## config.mk

```make
export PLATFORM = sky130hd
export DESIGN_NAME = alu_secuencial
export DESIGN_NICKNAME = d
export VERILOG_FILES = /design/src/rtl/alu_secuencial.sv
export SDC_FILE = /design/constraint.sdc
export NUM_CORES = 1
export LEC_CHECK = 0
export BUFFER_PORTS_ARGS = -buffer_cell sky130_fd_sc_hd__buf_2
export CAP_MARGIN = 20
export CORE_MARGIN = 2
export CORE_UTILIZATION = 57
export DETAILED_ROUTE_END_ITERATION = 7
export HOLD_SLACK_MARGIN = 0.15
export PLACE_DENSITY = 0.8
export SYNTH_ARGS = -nofsm -noshare
export SYNTH_HDL_FRONTEND = slang
export SYNTH_SLANG_ARGS = --single-unit
```

## constraint.sdc

```tcl
create_clock -name clk -period 7.6 [get_ports clk]
set_clock_uncertainty 0.15 [all_clocks]
set_input_delay 0.76 -clock clk [delete_from_list [all_inputs] [get_ports clk]]
set_output_delay 0.76 -clock clk [all_outputs]
set_load 0.02 [all_outputs]
```

## src/rtl/alu_secuencial.sv

```systemverilog
// Multi-cycle ANCHO-bit ALU with iterative shift-add multiply and restoring divide.
// Define ALU_BANDERA_V_EN to add the signed-overflow output banderaV.
module alu_secuencial #(
    parameter  int ANCHO = 8,
    localparam int CTR_W = $clog2(ANCHO + 1)
) (
    input  logic                 clk,
    input  logic                 rst,
    input  logic                 inicio,
    input  logic [2:0]           Codigo_OP,
    input  logic [ANCHO-1:0]     Dato0,
    input  logic [ANCHO-1:0]     Dato1,
    output logic                 ocupado,
    output logic                 listo,
    output logic [2*ANCHO-1:0]   Resultado,
    output logic                 banderaA,
    output logic                 banderaB,
    output logic                 banderaE
`ifdef ALU_BANDERA_V_EN
    ,
    output logic                 banderaV
`endif
);

    typedef enum logic [1:0] {REPOSO, CALCULO, FIN} estado_e;
    typedef enum logic [2:0] {
        OP_SUM = 3'b000, OP_RES = 3'b001, OP_PRO = 3'b010, OP_DIV = 3'b011,
        OP_MOD = 3'b100, OP_AND = 3'b101, OP_OR  = 3'b110, OP_XOR = 3'b111
    } op_e;

    estado_e            estado;
    op_e                op_r;
    logic [ANCHO-1:0]   a_r, b_r;
    // alto:bajo is the shared product / remainder:quotient register pair.
    logic [ANCHO-1:0]   alto, bajo;
    logic [CTR_W-1:0]   contador;

    logic [ANCHO:0]     suma, resta, paso_mul, desplazado, paso_div;
    logic [2*ANCHO-1:0] res_fin;
    logic               bandera_a_fin, error_fin, v_fin, arranca_iter;

    // NOTE: every always_comb output gets a default first so no path can infer a latch.
    always_comb begin
        suma          = {1'b0, a_r} + {1'b0, b_r};
        resta         = {1'b0, a_r} - {1'b0, b_r};
        paso_mul      = {1'b0, alto} + (bajo[0] ? {1'b0, a_r} : {(ANCHO+1){1'b0}});
        desplazado    = {alto, bajo[ANCHO-1]};
        paso_div      = desplazado - {1'b0, b_r};
        res_fin       = '0;
        bandera_a_fin = 1'b0;
        error_fin     = 1'b0;
        v_fin         = 1'b0;
        unique case (op_r)
            OP_SUM: begin
                res_fin       = {{(ANCHO-1){1'b0}}, suma};
                bandera_a_fin = suma[ANCHO];
                v_fin = (a_r[ANCHO-1] == b_r[ANCHO-1]) && (suma[ANCHO-1] != a_r[ANCHO-1]);
            end
            OP_RES: begin
                res_fin       = {{ANCHO{1'b0}}, resta[ANCHO-1:0]};
                bandera_a_fin = resta[ANCHO];
                v_fin = (a_r[ANCHO-1] != b_r[ANCHO-1]) && (resta[ANCHO-1] != a_r[ANCHO-1]);
            end
            OP_PRO: res_fin = {alto, bajo};
            OP_DIV: begin
                error_fin = (b_r == '0);
                res_fin   = error_fin ? '1 : {{ANCHO{1'b0}}, bajo};
            end
            OP_MOD: begin
                error_fin = (b_r == '0);
                res_fin   = {{ANCHO{1'b0}}, error_fin ? a_r : alto};
            end
            OP_AND: res_fin = {{ANCHO{1'b0}}, a_r & b_r};
            OP_OR:  res_fin = {{ANCHO{1'b0}}, a_r | b_r};
            OP_XOR: res_fin = {{ANCHO{1'b0}}, a_r ^ b_r};
        endcase
    end

    assign arranca_iter = (Codigo_OP == OP_PRO) ||
                          (((Codigo_OP == OP_DIV) || (Codigo_OP == OP_MOD)) && (Dato1 != '0));

    // NOTE: all state is updated with non-blocking assignments so every register samples pre-edge values.
    always_ff @(posedge clk) begin
        if (rst) begin
            estado    <= REPOSO;
            op_r      <= OP_SUM;
            a_r       <= '0;
            b_r       <= '0;
            alto      <= '0;
            bajo      <= '0;
            contador  <= '0;
            ocupado   <= 1'b0;
            listo     <= 1'b0;
            Resultado <= '0;
            banderaA  <= 1'b0;
            banderaB  <= 1'b0;
            banderaE  <= 1'b0;
`ifdef ALU_BANDERA_V_EN
            banderaV  <= 1'b0;
`endif
        end else begin
            listo <= 1'b0;
            unique case (estado)
                REPOSO: begin
                    if (inicio) begin
                        op_r     <= op_e'(Codigo_OP);
                        a_r      <= Dato0;
                        b_r      <= Dato1;
                        alto     <= '0;
                        bajo     <= (Codigo_OP == OP_PRO) ? Dato1 : Dato0;
                        contador <= '0;
                        ocupado  <= 1'b1;
                        estado   <= arranca_iter ? CALCULO : FIN;
                    end
                end
                CALCULO: begin
                    contador <= contador + 1'b1;
                    if (op_r == OP_PRO) begin
                        alto <= paso_mul[ANCHO:1];
                        bajo <= {paso_mul[0], bajo[ANCHO-1:1]};
                    end else if (!paso_div[ANCHO]) begin
                        alto <= paso_div[ANCHO-1:0];
                        bajo <= {bajo[ANCHO-2:0], 1'b1};
                    end else begin
                        alto <= desplazado[ANCHO-1:0];
                        bajo <= {bajo[ANCHO-2:0], 1'b0};
                    end
                    if (contador == CTR_W'(ANCHO - 1))
                        estado <= FIN;
                end
                FIN: begin
                    Resultado <= res_fin;
                    banderaA  <= bandera_a_fin;
                    // A divide-by-zero never reports zero, even for MOD 0/0.
                    banderaB  <= (res_fin == '0) && !error_fin;
                    banderaE  <= error_fin;
`ifdef ALU_BANDERA_V_EN
                    banderaV  <= v_fin;
`endif
                    listo     <= 1'b1;
                    ocupado   <= 1'b0;
                    estado    <= REPOSO;
                end
                default: estado <= REPOSO;
            endcase
        end
    end

`ifndef ALU_BANDERA_V_EN
    logic unused_v;
    assign unused_v = v_fin;
`endif

endmodule

```

; ---- Yosys cells after proc, flatten, opt, wreduce, memory -nomap -nowiden
; Cells that the tools add are included.
[op_classes]
n_addsub = 5
eq_ne = 15
muxes = 24
n_bitwise = 3
n_reduce_logical = 17
[ops]
columns = operator, count
row1 = $pmux 16 s8, 1
row2 = $mux 8, 8
row3 = $pmux 8 s2, 2
row4 = $add 8x8->9, 2
row5 = $logic_not 16->1, 1
row6 = $mux 16, 1
row7 = $eq 3x3->1 const B, 5
row8 = $eq 3x2->1 const B, 4
row9 = $sub 8x8->9, 1
row10 = $sub 9x8->9, 1
row11 = $and 8x8->8, 1
row12 = $logic_not 8->1, 1
row13 = $or 8x8->8, 1
row14 = $pmux 4 s2, 1
row15 = $reduce_and 2->1, 4
row16 = $reduce_bool 8->1, 1
row17 = $xor 8x8->8, 1
row18 = $mux 2, 3
row19 = $add 4x1->4 const B, 1
row20 = $eq 4x3->1 const B, 1
row21 = $mux 1, 4
row22 = $mux 4, 1
row23 = $ne 2x2->1 const B, 2
row24 = $pmux 1 s2, 2
row25 = other kinds (11), 14
[totals]
ff_bits = 62
inputBits = 22
output_inout_bits = 21
word_cells = 77

; ---- Depth between registers and ports, before layout
; Gate-level depths: netlist (run 1).
[depth]
ltp_word = 7
mapped_depth = 12
ltp_nobuf = 11

; ---- Worst setup path after synthesis (run 1)
; OpenSTA, ideal clock, no wires.
[synth_path]
path_type = reg-to-reg
start = reg b_r[1]
end = reg alto[6]
arrival_time_ps = 2578
t_required_ps = 7333
setup_slack_ps = 4755
stages_incl_launch_ff = 11
cell_sequence = dfxtp_1 > inv_1 > fa_1 > a21oi_1 > o211ai_1 > o41ai_1 > xnor2_1 > buf_2 > mux2i_1 > nand2_1 > a32o_1
[synth_between]
elab_chain_cells = 4
[synth_rtl]
columns = item, line_no
row1 = "start, declared", 33  ; logic [ANCHO-1:0] a_r, b_r;
row2 = "start signal, assigned", 108  ; b_r <= Dato1;
row3 = $sub 9x8->9, 48  ; paso_div = desplazado - {1'b0, b_r};
row4 = $mux 8, 121  ; end else if (!paso_div[ANCHO]) begin
row5 = $mux 8, 118  ; if (op_r == OP_PRO) begin
row6 = $pmux 8 s2, 103  ; unique case (estado)
row7 = "end signal, assigned", 119  ; alto <= paso_mul[ANCHO:1];
row8 = "end signal, assigned", 122  ; alto <= paso_div[ANCHO-1:0];
row9 = "end signal, assigned", 125  ; alto <= desplazado[ANCHO-1:0];
row10 = "end, declared", 35  ; logic [ANCHO-1:0] alto, bajo;
; No other way between the ends.
; A chain may end at the register's enable or synchronous reset.

; ---- Worst setup path in the final report (run 1)
[layout_path]
start = reg b_r[1]
end = reg alto[4]
; The elaborated chain is that of the path after synthesis.

==> flow_metrics.tcl, run 1 <==
set metrics [dict create \
    postCtsSetupBuffers 0 \
    synth.avg_cell_area_sq_um 7.67 \
    timing.slew.headroom_pct 32.9 \
    synth_seq_cells 62 \
    ys_seq_area_share_pct 25.6 \
    wl_per_cell_microns 19.1 \
    synth_ff_type "dfxtp_1" \
    viasPerCell 6.39 \
    max_freq_ghz 0.316 \
    cts_tree "done" \
    cpLargestDelayFamily "compound AO/OA/AOI/OAI gates" \
    rsz0062_at_grt "false" \
    synthesis.nets 698 \
    dpl_cell_area_sq_mm 0.00502 \
    status "finished clean" \
    synth_cell_types 66 \
    cp-start-kind "flip-flop" \
    end_kind "flip-flop" \
    cts_buffers 9 \
    clock_path_buffers 2 \
    root_buffer "clkbuf_8" \
    start_util_pct 58.9 \
    synth_area_leaders "dfxtp_1, ha_1, a21oi_1" \
    grt_pass1_wl_mm 22.8 \
    core-area_sq_mm 0.00822 \
    synth.cell_area_sq_mm 0.00484 \
    vias 4852 \
    power_density_mw_per_mm2 202 \
    n_fill_cell 748 \
    wl_mm 14.5 \
    final_cell_mix "nand2_1, a21oi_1, dfxtp_1" \
    synth_edf_count 0 \
    dieArea_sq_mm 0.00924 \
    crit_chain "inv_1, fa_1, a21oi_1, o211ai_1, o41ai_1, xnor2_1, buf_4, mux2i_1, mux2i_1, a32o_1" \
    worstSetupPathType "flip-flop to flip-flop" \
    grt_pass1_vias 4414 \
    worstPathMaxFanout 10 \
    finalHoldViolations 0 \
    drc_errors 0 \
    h-tree-depth 3 \
    async_flop_share_pct 0 \
    seq_area_sq_mm 0.00124 \
    slew_violations 0 \
    min_path_type "flip-flop to flip-flop" \
    leakagePower_nw 2.10 \
    ctsResizeCount 0 \
    grt-ovfl-total 0 \
    synth_top_cell_area_share_pct 25.6 \
    crit_top_cell "mux2i_1" \
    path_clk_slew_ns 0.08 \
    dieWidth_microns 96.1 \
    drt_iter0_drc 371 \
    grt_max_degree 50 \
    cts.sinks 62 \
    worst_pin_slew_ns 1.01 \
    num_rows 33 \
    hold_buffers 0 \
    cp.arrival_ns 3.26 \
    setup_tns_ns 0 \
    maxCapViolCount 0 \
    dr.pass1.iters 5 \
    final_common_cell "nand2_1" \
    io_pins 43 \
    synth_top_area_cell "dfxtp_1" \
    synth-warning-count 0 \
    diodes 0 \
    period_needed_ns 3.17 \
    insertion_delay_ns 0.34 \
    groute.usage.overall_pct 32.4 \
    period_share_pct 41.7 \
    port_buffers 42 \
    die_h_microns 96.1 \
    multi_input_area_sq_mm 0.00330 \
    drt.antenna.violating_nets 0 \
    hpwl_mm 10.8 \
    finalSetupViolCount 0 \
    slowest_stage "dfxtp_1" \
    gp_congestion 0.968 \
    nets 716 \
    cp.required_ns 7.69 \
    synthCells 631 \
    vdd.ir_drop.worst_v 0.000116 \
    antenna_found_initial 0 \
    fin_area_sq_mm 0.00525 \
    max_stage_delay_ns 0.49 \
    syn_to_final_growth_pct 8.38 \
    path_buf_inv 2 \
    drive_above_1_share_pct 11.6 \
]
## cell type report
type	count	area share [%]
clock buffer	9	2.36
clock inverter	7	1.86
inverter	27	1.93
multi-input combinational	502	63.0
sequential	62	23.7
tap	105	2.50
timing repair buffer	47	4.72
## logic make-up (layout without fill, tap and decap cells)
family | count (synthesis) | in the layout | synth area share (%)
DFF | 62 | 62 | 25.6
adders and majority gates | 45 | 45 | 12.3
muxes | 14 | 14 | 2.90
buffers and inverters | 67 | 90 | 6.13
AOI/OAI and AO/OA | 210 | 210 | 28.4
xor gates and xnor gates | 15 | 15 | 2.71
and+or+nand+nor | 218 | 218 | 22.0
## registers in the layout, summed over array words and instances (netlist names)
signal and count:
ocupado 1, Resultado 16, banderaA 1, banderaE 1, estado 2, op_r 3
banderaB 1, listo 1, contador 4, b_r 8, a_r 8, bajo 8
alto 8
## cells in the mapped netlist, types with 3 or more instances
cell and number:
o22ai_1 4, nand2b_1 9, nand3b_1 4, clkbuf_1 23, ha_1 41, a221oi_1 3, inv_1 27, a211oi_1 25
a311oi_1 3, a22oi_1 7, fa_1 4, dfxtp_1 62, o21bai_1 3, nor3_1 14, xnor2_1 10, nor2b_1 16
buf_6 3, nor4_1 5, mux2i_1 14, buf_2 9, o21ai_1 3, o31a_1 3, and2_1 9, o21a_1 8
nand2_1 80, a21o_1 6, xor2_1 5, buf_4 3, nor2_1 55, a21oi_1 67, a32o_1 5, o21ai_0 34
o31ai_1 3, o211ai_1 7, nand3_1 10, a31oi_1 5
## routing by layer
layer	track usage, %	vias up	wire [microns]
met2	52.4	215	6710
met3	5.72	42	1060
met4	14.4	0	570
li1	-	2307	-
met1	42.1	2288	6130
met5	0	-	0
## power breakdown
group          switching [mW]  internal [mW]  total (mW)
Clock                   0.147          0.186       0.333
Sequential             0.0336          0.349       0.382
Combinational           0.213          0.133       0.346
Total                   0.393          0.667        1.06
## worst min-delay path, cell delays in order (launching register included)
cell	delay, ns
dfxtp_1	0.31
nand2_1	0.05
a21oi_1	0.05
## metrics by stage
stage | std cells | hold WS [ns] | setup slack, ns | utilization (%) | power [mW]
after CTS | 758 | 0.307 | 4.32 | 63.7 | 1.05
after global placement | 742 | 0.291 | 4.50 | 61.0 | 0.717
final | 759 | 0.304 | 4.43 | 63.8 | 1.06
after floorplan | 631 | 0.292 | 4.75 | - | 0.639
after detailed placement | 742 | 0.296 | 4.37 | 61.0 | 0.723
after global routing | 759 | 0.322 | 4.24 | 63.8 | 1.11
## final timing paths
check	from	endpoint	slack, ns	cells after the start
worst max-delay path	b_r[1]	alto[4]	4.43	10
worst min-delay path	ocupado	ocupado	0.30	2
worst max register to register	b_r[1]	alto[4]	4.43	10
worst min register to register	ocupado	ocupado	0.30	2
(Power assumes the default switching activity.)
==> inputs of run 2 (changes only) <==
clock period = 3 ns   (was 7.6 ns; I/O delays follow)
==> run 2 against run 1 <==
Fmax up 11%. Clock power up 120%. Count of clock-buffer cells in the layout unchanged. Cell count up 6.3%. Power rose to 2.5 times the previous value. Combinational power rose to 2.8 times the previous value. First-iteration DRC count up 33%. Sequential power up 150%. Sequential cell count unchanged. Non-clock buffer count up 48. Design area up 7.8%. Global-route usage up 2.4 points. Critical endpoint is now alto[6].
==> flow_metrics.tcl, run 2 (synthesis results as in run 1) <==
set metrics [dict create \
    status "finished clean" \
    stdcell_count 807 \
    multi_input_area_sq_mm 0.00333 \
    drive_above_1_share_pct 15.4 \
    cp-endpoint "alto[6]" \
    io_pins 43 \
    root_buffer "clkbuf_8" \
    end_kind "flip-flop" \
    dr.pass1.iters 5 \
    num_rows 33 \
    grt_max_degree 38 \
    finalHoldViolations 0 \
    cp.required_ns 3.10 \
    period_share_pct 95.2 \
    port_buffers 42 \
    insertion_delay_ns 0.35 \
    p_sw_mw 1.01 \
    met2_usage_pct 55.5 \
    maxCapViolCount 0 \
    dp_cells 770 \
    r2r_start "bajo[7]" \
    drc_errors 0 \
    cp-start-kind "flip-flop" \
    cts_buffers 9 \
    antenna_found_initial 0 \
    power_density_mw_per_mm2 472 \
    hpwl_mm 11.2 \
    top_register "Resultado" \
    crit_start "bajo[7]" \
    clock_path_buffers 2 \
    final_common_cell "nand2_1" \
    period_needed_ns 2.86 \
    cell_internal_pwr_mw 1.66 \
    rr_endpoint "alto[6]" \
    diodes 0 \
    grt_use_met1_pct 45.0 \
    worstSetupPathType "flip-flop to flip-flop" \
    n_fill_cell 667 \
    min_path_type "input pin to flip-flop" \
    seq_area_sq_mm 0.00124 \
    largest_reg_flops 16 \
    viasPerCell 6.36 \
    cts.sinks 62 \
    grt_pass1_vias 4846 \
    drt.antenna.violating_nets 0 \
    setup_tns_ns 0 \
    core-area_sq_mm 0.00822 \
    drt_iter0_drc 492 \
    gp_congestion 1.00 \
    reg2reg_slack_ns 0.14 \
    h-tree-depth 3 \
    dieWidth_microns 96.1 \
    wl_per_cell_microns 19.2 \
    reg2reg_depth 12 \
    slew_violations 0 \
    grt-ovfl-total 0 \
    timing.slew.headroom_pct 49.1 \
    pwr-share-clk_pct 28.0 \
    max_freq_ghz 0.350 \
    use_met3_pct 6.26 \
    grt_pass1_wl_mm 24.4 \
    syn_to_final_growth_pct 16.9 \
    p_sw_share_pct 37.8 \
    cts_tree "done" \
    nets 764 \
    pwr-share-comb_pct 36.5 \
    start_util_pct 58.9 \
    grt-busiest-layer "met2" \
    leakagePower_nw 2.33 \
    worstPathMaxFanout 5 \
    final_cell_mix "nand2_1, a21oi_1, dfxtp_1" \
    path_clk_slew_ns 0.08 \
    worst_pin_slew_ns 0.761 \
    groute.usage.overall_pct 34.8 \
    power_mw 2.67 \
    wl_mm 15.5 \
    rsz0062_at_grt "false" \
    power_frac_seq_pct 35.6 \
    finalSetupViolCount 0 \
    vias 5136 \
    cp.arrival_ns 2.96 \
    die_h_microns 96.1 \
    vdd.ir_drop.worst_v 0.000317 \
    dieArea_sq_mm 0.00924 \
    hold_depth 4 \
]
## run 2: power by group through the flow
stage          logic (mW)  clock network, mW  registers (mW)
2_1_floorplan       0.645                  0           0.975
6_report            0.974              0.746           0.949
3_3_place_gp        0.889                  0           0.961
3_5_place_dp        0.906                  0           0.965
5_1_grt              1.05              0.790           0.955
4_1_cts             0.932              0.749           0.946
## run 2: per-layer routing
layer	vias up	wire length, microns	share of wire, %
li1	2409	-	-
met1	2375	6360	41
met2	299	7080	46
met3	53	1380	8.9
met4	0	694	4.5
met5	-	0	0
## run 2: worst min-delay path by stage
stage	slack, ns	endpoint	start
2_1_floorplan	0.29	op_r[1]	Codigo_OP[1]
3_3_place_gp	0.29	Resultado[5]	Resultado[5]
3_5_place_dp	0.30	ocupado	ocupado
4_1_cts	0.28	estado[1]	inicio
5_1_grt	0.33	ocupado	ocupado
6_report	0.28	estado[1]	inicio
## run 2: cell type report
class	count	share of cell area (%)
Multi-Input combinational cell	502	58.8
Sequential cell	62	21.9
Timing Repair Buffer	95	11.6
Tap cell	105	2.32
Clock buffer	9	2.19
Inverter	27	1.79
Clock inverter	7	1.31
## run 2: what timing repair did
| action | in CTS | in global routing |
|---|---|---|
| hold buffers | 20 | 0 |
| endpoints found under the setup margin | 0 | 5 |
| resized for setup | 0 | 6 |
| buffers inserted | 0 | 1 |
| endpoints found under the hold margin | 22 | 0 |
## run 2: stage by stage
stage	setup WS, ns	hold WS (ns)	instance area, sq um	utilization [%]
5_1_grt	0.00826	0.333	5660	68.8
2_1_floorplan	0.155	0.286	4840	-
4_1_cts	0.0636	0.279	5620	68.4
3_3_place_gp	0.184	0.292	5230	63.6
6_report	0.144	0.276	5660	68.8
3_5_place_dp	0.0998	0.297	5230	63.6
## run 2: critical path: stages, from the launching register on
cell and delay, ns:
dfxtp_1 0.35, inv_1 0.07, ha_1 0.15, inv_1 0.06, fa_1 0.39, a21oi_1 0.19
o211ai_1 0.17, o41ai_2 0.27, xnor2_1 0.22, buf_4 0.19, mux2i_1 0.23, nand2_1 0.08
a32o_1 0.24
